<file path="config.mk">
export PLATFORM = sky130hd
export DESIGN_NAME = uart_rx
export DESIGN_NICKNAME = d
export VERILOG_FILES = /design/src/rtl/uart_rx.sv
export SDC_FILE = /design/constraint.sdc
export NUM_CORES = 1
export LEC_CHECK = 0
export CORE_MARGIN = 1
export CORE_UTILIZATION = 59
export DETAILED_ROUTE_END_ITERATION = 10
export GPL_TIMING_DRIVEN = 0
export MAX_ROUTING_LAYER = met4
export PLACE_DENSITY = 0.87
export SLEW_MARGIN = 5
export SYNTH_ARGS = -nofsm -noshare
export SYNTH_HDL_FRONTEND = slang
export SYNTH_SLANG_ARGS = --single-unit
</file>
<file path="constraint.sdc">
create_clock -name clk -period 2.45 [get_ports clk]
set_clock_uncertainty 0.1 [all_clocks]
set_input_delay 0.49 -clock clk [delete_from_list [all_inputs] [get_ports clk]]
set_output_delay 0.49 -clock clk [all_outputs]
set_load 0.02 [all_outputs]
</file>
<file path="src/rtl/uart_rx.sv">
`timescale 1ns/1ps
`default_nettype none
// ============================================================================
// Module   : uart_rx
// Purpose  : 8N1 serial receiver with a 2-flop synchroniser, glitch rejection,
//            framing/overrun detection and a show-ahead receive FIFO.
// Revision : 1.0 - initial release
// ============================================================================
module uart_rx #(
    parameter int CLKS_PER_BIT = 104,
    parameter int FIFO_DEPTH   = 4
) (
    input  logic       clk,
    input  logic       reset,
    input  logic       rx,
    output logic [7:0] data_out,
    output logic       data_valid,
    input  logic       data_ready,
    output logic       busy,
    output logic       frame_err,
    output logic       overrun,
    input  logic       err_clear
);

    localparam int c_CNT_W = $clog2(CLKS_PER_BIT);
    localparam int c_AW    = $clog2(FIFO_DEPTH);
    localparam int c_PW    = c_AW + 1;
    localparam logic [c_CNT_W-1:0] c_HALF = c_CNT_W'(CLKS_PER_BIT / 2 - 1);
    localparam logic [c_CNT_W-1:0] c_FULL = c_CNT_W'(CLKS_PER_BIT - 1);

    typedef enum logic [2:0] {
        S_WAIT_IDLE = 3'd0,
        S_IDLE      = 3'd1,
        S_START     = 3'd2,
        S_DATA      = 3'd3,
        S_STOP      = 3'd4
    } state_t;

    logic               r_sync1;
    logic               r_sync2;
    logic [1:0]         r_prime;
    state_t             r_state;
    logic [c_CNT_W-1:0] r_cnt;
    logic [2:0]         r_bit_idx;
    logic [7:0]         r_shreg;
    logic               r_busy;
    logic               r_frame_err;
    logic               r_push_req;
    logic [7:0]         r_push_data;

    logic [7:0]         r_mem [FIFO_DEPTH];
    logic [c_PW-1:0]    r_wr_ptr;
    logic [c_PW-1:0]    r_rd_ptr;
    logic               r_overrun;

    logic               w_rx_s;
    logic               w_empty;
    logic               w_full;
    logic               w_pop;
    logic               w_push_ok;

    assign w_rx_s = r_sync2;

    // The sync flops reset to 1, which is not a real line sample; r_prime
    // marks when both flops hold genuine rx values.
    always_ff @(posedge clk) begin
        if (reset) begin
            r_sync1 <= 1'b1;
            r_sync2 <= 1'b1;
            r_prime <= 2'b00;
        end else begin
            r_sync1 <= rx;
            r_sync2 <= r_sync1;
            r_prime <= {r_prime[0], 1'b1};
        end
    end

    always_ff @(posedge clk) begin
        if (reset) begin
            r_state     <= S_WAIT_IDLE;
            r_cnt       <= '0;
            r_bit_idx   <= 3'd0;
            r_shreg     <= 8'h00;
            r_busy      <= 1'b0;
            r_frame_err <= 1'b0;
            r_push_req  <= 1'b0;
            r_push_data <= 8'h00;
        end else begin
            r_push_req <= 1'b0;
            if (err_clear) begin
                r_frame_err <= 1'b0;
            end
            case (r_state)
                S_WAIT_IDLE: begin
                    if (r_prime[1] && w_rx_s) begin
                        r_state <= S_IDLE;
                    end
                end
                S_IDLE: begin
                    if (!w_rx_s) begin
                        r_cnt   <= '0;
                        r_state <= S_START;
                        r_busy  <= 1'b1;
                    end
                end
                S_START: begin
                    if (r_cnt == c_HALF) begin
                        if (!w_rx_s) begin
                            r_cnt     <= '0;
                            r_bit_idx <= 3'd0;
                            r_state   <= S_DATA;
                        end else begin
                            r_state <= S_IDLE;
                            r_busy  <= 1'b0;
                        end
                    end else begin
                        r_cnt <= r_cnt + c_CNT_W'(1);
                    end
                end
                S_DATA: begin
                    if (r_cnt == c_FULL) begin
                        r_shreg <= {w_rx_s, r_shreg[7:1]};
                        r_cnt   <= '0;
                        if (r_bit_idx == 3'd7) begin
                            r_state <= S_STOP;
                        end else begin
                            r_bit_idx <= r_bit_idx + 3'd1;
                        end
                    end else begin
                        r_cnt <= r_cnt + c_CNT_W'(1);
                    end
                end
                S_STOP: begin
                    if (r_cnt == c_FULL) begin
                        r_busy <= 1'b0;
                        if (w_rx_s) begin
                            r_push_req  <= 1'b1;
                            r_push_data <= r_shreg;
                            r_state     <= S_IDLE;
                        end else begin
                            // A low stop bit may be a break; wait for idle line.
                            r_frame_err <= 1'b1;
                            r_state     <= S_WAIT_IDLE;
                        end
                    end else begin
                        r_cnt <= r_cnt + c_CNT_W'(1);
                    end
                end
                default: begin
                    r_state <= S_WAIT_IDLE;
                    r_busy  <= 1'b0;
                end
            endcase
        end
    end

    assign w_empty   = (r_wr_ptr == r_rd_ptr);
    assign w_full    = (r_wr_ptr[c_AW-1:0] == r_rd_ptr[c_AW-1:0]) &&
                       (r_wr_ptr[c_AW] != r_rd_ptr[c_AW]);
    assign w_pop     = !w_empty && data_ready;
    assign w_push_ok = r_push_req && (!w_full || w_pop);

    always_ff @(posedge clk) begin
        if (reset) begin
            r_wr_ptr  <= '0;
            r_rd_ptr  <= '0;
            r_overrun <= 1'b0;
            for (int i = 0; i < FIFO_DEPTH; i++) begin
                r_mem[i] <= 8'h00;
            end
        end else begin
            if (err_clear) begin
                r_overrun <= 1'b0;
            end
            if (r_push_req && w_full && !w_pop) begin
                r_overrun <= 1'b1;
            end
            if (w_push_ok) begin
                r_mem[r_wr_ptr[c_AW-1:0]] <= r_push_data;
                r_wr_ptr <= r_wr_ptr + c_PW'(1);
            end
            if (w_pop) begin
                r_rd_ptr <= r_rd_ptr + c_PW'(1);
            end
        end
    end

    assign data_out   = r_mem[r_rd_ptr[c_AW-1:0]];
    assign data_valid = !w_empty;
    assign busy       = r_busy;
    assign frame_err  = r_frame_err;
    assign overrun    = r_overrun;

endmodule
`default_nettype wire
</file>
# After elaboration in Yosys (flattened, before gate mapping)
# Memory sizes are Yosys's and may differ from the RTL's. A register that Yosys moved wholly into a read port is not among the register bits.
# Cells that the tools add are included.
# totals
regBits	43
ram_bits	32
inputBits	5
word_cells	108
n_memories	1
# mem_list
name	depth	word_bits	read_ports	rd_ports_with_merged_regs	write_ports	line_no	text
r_mem	4	8	1	1	4	51	logic [7:0] r_mem [FIFO_DEPTH];
# classes
add_sub_neg	4
n_eq_ne	20
mux	42
bitwise_logic	3
reduce_logical	23
# op_table
cell	n
two-way mux 3 bit	10
two-way mux 7 bit	4
case mux 7 bit (4 select lines)	1
!= test 2 bit, second input constant	10
two-way mux 1 bit	19
case mux 3 bit (5 select lines)	1
AND reduction 5 bit	2
adder 3 x 1 -> 3 bit, second input constant	3
two-way mux 2 bit	4
two-way mux 8 bit	1
OR reduction 8 bit	1
adder 7 x 1 -> 7 bit, second input constant	1
equality test 7 x 6 -> 1 bit, second input constant	1
equality test 7 bit, second input constant	1
equality test 3 x 2 -> 1 bit, second input constant	2
equality test 3 bit, second input constant	2
logical AND 1 bit	6
case mux 3 bit (2 select lines)	1
AND reduction 6 bit	1
case mux 1 bit (4 select lines)	1
AND reduction 2 bit	2
nonzero test 2 bit	2
nonzero test 4 bit	1
equality test 3 x 1 -> 1 bit, second input constant	1
10 further kinds	14

# Logic depth before layout (Yosys ltp)
# Gate-level depths: netlist (run 1).
# logic_depth
ltp_word	10
depth_mapped	7
ltp_nobuf	7

# Worst setup path before layout (run 1)
# No wires, ideal clock.
# synth_path
kind	reg-to-reg
startpoint	register r_wr_ptr[1]
endpoint	memory r_mem[3][0] (enable)
setup_time_ns	0.368
arrival_time_ns	1.739
slack_ns	0.243
path_stages_with_launch	4
path_buffers	0
cell_sequence	dfxtp_1 > xor2_1 > o41ai_4 > o21ai_0
# synth_lines
element	line_no	text
start, declared	52	logic [c_PW-1:0] r_wr_ptr;
start signal, assigned	180	r_wr_ptr <= r_wr_ptr + c_PW'(1);
end, declared	51	

# Worst setup path in the final report (run 1)
# layout_path
startpoint	register r_wr_ptr[0]
endpoint	output data_valid
# layout_via
elab_chain_cells	2
# layout_lines
element	line_no	text
equality test 3 bit	157	assign w_empty = (r_wr_ptr == r_rd_ptr);
logical NOT 1 bit	189	assign data_valid = !w_empty;
end, declared	17	output logic data_valid,
# No other way between the ends.

==> flow_summary.ini, run 1 <==
[run]
maxCapViolCount = 0

[synthesis]
syn_inst = 301
yosys_warnings = 0
synth_ff_type = dfxtp_1
yosysUniqueCellTypes = 50
synthArstFlopShare_pct = 0
yosysTopAreaCellShare_pct = 27.9
synth_seq_area_share_pct = 54.0
syn_nets = 311
netlist_top_cells_area = edfxtp_1 (28%), dfxtp_1 (26%), and2_1 (5.8%), mux2i_1 (5.2%), mux4_2 (5.2%)
synth_common_cells = dfxtp_1 (45), nor2_1 (35), and2_1 (32), edfxtp_1 (32), mux2i_1 (18)
synth_top_area_cell = edfxtp_1
synth-edff-count = 32
synth-seq-cells = 77
synth.avg_cell_area_um2 = 11.5
netlist_area_um2 = 3450
yosysMostFrequentCell = dfxtp_1

[outcome]
violations = negative setup slack
outcome = complete, but fails checks

[finish]
drive_above_1_share_pct = 15.6
antenna_cells = 0
fin_nets = 338
finalNonFillerCells = 405
area_growth_pct = 13.4

[grt]
top_usage_layer = met2
grt_pass1_vias = 2375
gr-total-overflow = 0
met1_usage_pct = 28.5
grt_usage_pct = 25.0
use_met3_pct = 5.23
grt_pass1_wl_mm = 11.1
antenna_found_initial = 0
grt_max_degree = 14
use_met2_pct = 42.3

[drt]
wl_per_cell_um = 17.2
drc = 0
first_iter_violations = 122
ant_nets = 0
drt-total-wl_mm = 6.95
first_pass_iters = 5
viasPerCell = 5.84
num_vias = 2367

[clocking]
cts_root_buffer = clkbuf_8
cts_buffers = 9
clkTransAtPathRegs_ps = 80
clkLatencyLatePin_ps = 340
clock_sinks = 77
holdBufCountCts = 0
cts_buffer_depth = 2
cts_tree = built
cts_max_level = 3

[floorplan]
die_w_um = 78.4
pin_count = 17
start_util_pct = 61.8
rows = 27
coreArea_um2 = 5570
die_area_um2 = 6150
die_h_um = 78.4

[sta]
fmaxAchievable_ghz = 0.408
hold_viol = 0
relSlewSlack_pct = 58.3
finalSetupViolCount = 1
period_needed_ps = 2450
hold_ws_ps = 320
fin_crit_sh_pct = 100
worst_slack_ps = -2.79
worst_pin_slew_ps = 625
finalMaxSlewViolations = 0

[setup_path]
timing.rr.start = r_wr_ptr[0]
crit_required_ps = 1860
cp_max_fo = 7
worstSetupPathType = reg2out
r2r_cells = 6
reg2reg_setup_slack_ps = -3
regToRegEndpoint = r_mem[1][7]
crit_arrival_ps = 1860
end_kind = output port
startpoint_type = flip-flop

[hold_path]
hold-path-endpoint = r_sync2
min_delay_path_depth = 1
hold_path_class = reg2reg
hp-start = r_sync1

[power_and_ir_drop]
power.leakage_nw = 1.50
powerDensity_nw_per_um2 = 591
peakVddDrop_mv = 0.443

[placed_design]
port_buffers = 16
dpl.cell_count = 389
dp_hpwl_mm = 4.61
gp_congestion = 0.944
routing by layer:
layer,vias up,routed length (um)
met1,1141,2910
met3,16,314
li1,1146,-
met4,0,135
met5,-,0
met2,64,3590
timing repair:
action | CTS | global route
buffers inserted | 0 | 2
cloned | 0 | 0
hold endpoints to repair | 0 | 0
resized for setup | 17 | 5
pin swaps | 1 | 1
setup endpoints to repair | 41 | 25
registers in the layout, summed over array words and instances (netlist names), named ones only:
signal / count
r_mem: 32
r_push_data: 8
r_shreg: 8
r_cnt: 7
r_bit_idx: 3
r_rd_ptr: 3
r_state: 3
r_wr_ptr: 3
r_prime: 2
busy: 1
frame_err: 1
overrun: 1
r_push_req: 1
r_sync1: 1
r_sync2: 1
layout make-up:
class	count	area, um2
Buffer	11	46.3
Clock buffer	9	124
Clock inverter	7	41.3
Fill cell	406	1660
Inverter	4	15.0
Multi-Input combinational cell	207	1540
Sequential cell	77	1870
Tap cell	72	90.1
Timing Repair Buffer	18	176
cell families after synthesis:
kind of cell             count (synthesis)  synth area share (%)
AND/OR/NAND/NOR                        123                  20.8
AO/OA/AOI/OAI                           46                  9.15
flip-flops                              77                  54.0
adder cells (fa/ha/maj)                  5                  1.81
multiplexers                            26                  10.5
buffers and inverters                   17                  2.00
XOR/XNOR                                 7                  1.78
power by group:
group / leakage [nW] / switching [mW] / internal (mW)
Clock: 0.0805 / 0.467 / 0.361
Combinational: 0.718 / 0.0737 / 0.0426
Sequential: 0.697 / 0.0125 / 1.35
Total: 1.50 / 0.554 / 1.76
worst max-delay path, stage by stage (launching register included):
cell	delay [ps]
dfxtp_4	400
xor2_1	210
or3b_2	550
dlygate4sd2_1	350
how the worst max path moves through the flow:
stage	cells after the start	slack, ps	from	end
finish	3	-3	r_wr_ptr[0]	data_valid
global route	6	-90	r_wr_ptr[0]	r_mem[1][0]
global placement	3	-450	data_ready	r_mem[3][1]
floorplan	3	240	r_wr_ptr[1]	r_mem[3][0]
CTS	4	20	r_wr_ptr[0]	r_mem[1][7]
detailed placement	3	-580	data_ready	r_mem[3][3]
placed cells by master (no fill, tap or decap), types with 8 or more instances in the layout:
cell type / count
mux2i_1: 18
clkbuf_8: 9
dlygate4sd2_1: 9
and2_1: 32
dfxtp_1: 42
nand2_1: 14
a21oi_1: 17
nor2_1: 35
mux4_2: 8
edfxtp_1: 32
through the flow:
step,util [%],instance area [um2],TNS [ps],total power [mW],setup slack [ps]
5_1_grt,70.1,3910,-728,2.39,-88.0
3_3_place_gp,66.3,3700,-12680,1.51,-448
3_5_place_dp,66.3,3700,-17360,1.52,-581
6_report,70.1,3910,-2.79,2.31,-2.79
2_1_floorplan,-,3450,0,1.47,243
4_1_cts,69.4,3870,0,2.31,23.0
Power figures use the tool's default switching activity.
==> inputs of run 2 (changes only) <==
CORE_UTILIZATION = 54   (was 59)
PLACE_DENSITY = 0.85   (was 0.87)
clock period = 2.2 ns   (was 2.45 ns; I/O delays follow)
==> run 2 against run 1 <==
Flip-flop and latch count is the same. Sequential power increased by 11%. Critical path depth is 1 lower. Largest power group unchanged. The run now ends clean.
==> flow_summary.ini, run 2 (synthesis results as in run 1) <==
[grt]
grt_pass1_vias = 2361
gr-total-overflow = 0
antenna_found_initial = 0
top_usage_layer = met2
grt_usage_pct = 23.8
grt_pass1_wl_mm = 11.2
grt_max_degree = 14
use_met3_pct = 4.78
use_met2_pct = 39.3
met1_usage_pct = 27.0

[sta]
finalMaxSlewViolations = 0
hold_viol = 0
fin_tns_setup_ps = 0
fmaxAchievable_ghz = 0.467
fin_crit_sh_pct = 97.2
finalSetupViolCount = 0
period_needed_ps = 2140
hold_ws_ps = 311
relSlewSlack_pct = 61.2
worst_pin_slew_ps = 583

[setup_path]
critPathBufInv = 1
cp_max_fo = 8
regToRegEndpoint = r_mem[0][7]
crit_required_ps = 1660
reg2reg_setup_slack_ps = 80
worstSetupPathType = reg2out
r2r_cells = 6
startpoint_type = flip-flop
end_kind = output port
critPathSlowestCell = mux4_2
cpPeakStageDelay_ps = 540
crit_family = multiplexers
crit_arrival_ps = 1600
timing.rr.start = r_rd_ptr[0]
crit_chain = mux4_2 > clkdlybuf4s15_2

[power_and_ir_drop]
power.leakage_nw = 1.58
seqPwrFrac_pct = 54.4
internal-power_mw = 2.19
powerDensity_nw_per_um2 = 690
power_frac_comb_pct = 4.7
peakVddDrop_mv = 0.418
net-switching-power_mw = 0.609
p_sw_share_pct = 21.8
clkPwrFrac_pct = 40.9

[floorplan]
rows = 28
pin_count = 17
die_w_um = 81.9
start_util_pct = 57.2
die_area_um2 = 6710
coreArea_um2 = 6030
die_h_um = 81.9

[finish]
finalNonFillerCells = 417
area_growth_pct = 17.6
design_area_um2 = 4050
layout.cells.most_common = dfxtp_1
regMostFlops = r_mem
largest_reg_flops = 32
fin_nets = 347
fin_util_pct = 67.3
layout_common_cells = dfxtp_1 (40), nor2_1 (35), and2_1 (32), edfxtp_1 (32), mux2i_1 (18)
drive_above_1_share_pct = 21.6
reg_top3 = r_mem (32), r_push_data (8), r_shreg (8)
antenna_cells = 0

[clocking]
cts_root_buffer = clkbuf_8
cts_buffers = 9
cts_buffer_depth = 2
cts_tree = built
clkTransAtPathRegs_ps = 80
clkLatencyLatePin_ps = 350
clock_sinks = 77
cts_max_level = 3
holdBufCountCts = 0

[drt]
drc = 0
first_pass_iters = 4
viasPerCell = 5.77
ant_nets = 0
wl_per_cell_um = 16.4
num_vias = 2408
first_iter_violations = 122
drt-total-wl_mm = 6.84

[hold_path]
min_delay_path_depth = 1
hold_path_class = reg2reg
hold-path-endpoint = r_sync2
hp-start = r_sync1

[placed_design]
gp_congestion = 0.898
port_buffers = 16
place_area_um2 = 3700
dpl.cell_count = 392
dp_hpwl_mm = 4.55

[run]
maxCapViolCount = 0

[outcome]
outcome = finished, final reports clean
==> run 2: cell count changes in the layout (fill, tap and decap cells not counted), moves of 2 or more <==
cell,change
bufinv_16,+2
dfxtp_2,+2
dfxtp_1,-2
clkbuf_2,+7
clkinvlp_4,-2
clkinv_4,+2
buf_4,+9
dlygate4sd2_1,-9
==> run 2: power groups by stage <==
stage | combinational [mW] | clock, mW | sequential, mW
floorplan | 0.0845 | 0 | 1.55
global placement | 0.126 | 0 | 1.56
detailed placement | 0.129 | 0 | 1.56
CTS | 0.130 | 1.16 | 1.52
global route | 0.144 | 1.22 | 1.53
finish | 0.132 | 1.14 | 1.52
==> run 2: area by class of cell <==
class,instances,area (um2)
Buffer,11,46.3
Clock buffer,9,124
Clock inverter,7,90.1
Fill cell,424,1970
Inverter,4,15.0
Multi-Input combinational cell,207,1590
Sequential cell,77,1880
Tap cell,75,93.8
Timing Repair Buffer,27,219
==> run 2: metal layers <==
metal  vias to the layer above  routed length, um
met5                         -                  0
met4                         0                146
met3                        15                275
met2                        69               3490
met1                      1163               2930
li1                       1161                  -
==> run 2: how the worst max path moves through the flow <==
| stage | endpoint | slack [ps] | cells after the start |
|---|---|---|---|
| floorplan | r_mem[0][0] | 60 | 4 |
| global placement | r_mem[0][0] | -520 | 4 |
| detailed placement | r_mem[0][5] | -610 | 4 |
| CTS | data_out[5] | 1 | 2 |
| global route | data_out[5] | -2 | 3 |
| finish | data_out[2] | 60 | 2 |
==> run 2: timing repair <==
| action | 4_1_cts | 5_1_grt |
|---|---|---|
| pin swaps | 3 | 1 |
| gates resized for setup | 33 | 17 |
| setup buffers | 6 | 5 |
| endpoints found under the setup margin | 57 | 45 |
==> run 2: per-stage QoR <==
stage	total power, mW	setup WS (ps)
4_1_cts	2.81	1.26
3_5_place_dp	1.69	-609
3_3_place_gp	1.68	-525
2_1_floorplan	1.64	59.7
6_report	2.80	60.8
5_1_grt	2.89	-2.22
==> inputs of run 3 (changes only) <==
SLEW_MARGIN = 25   (was 5)
==> results of run 3 <==
Same layout as run 2: the final DEF is identical, and so are final timing and power.
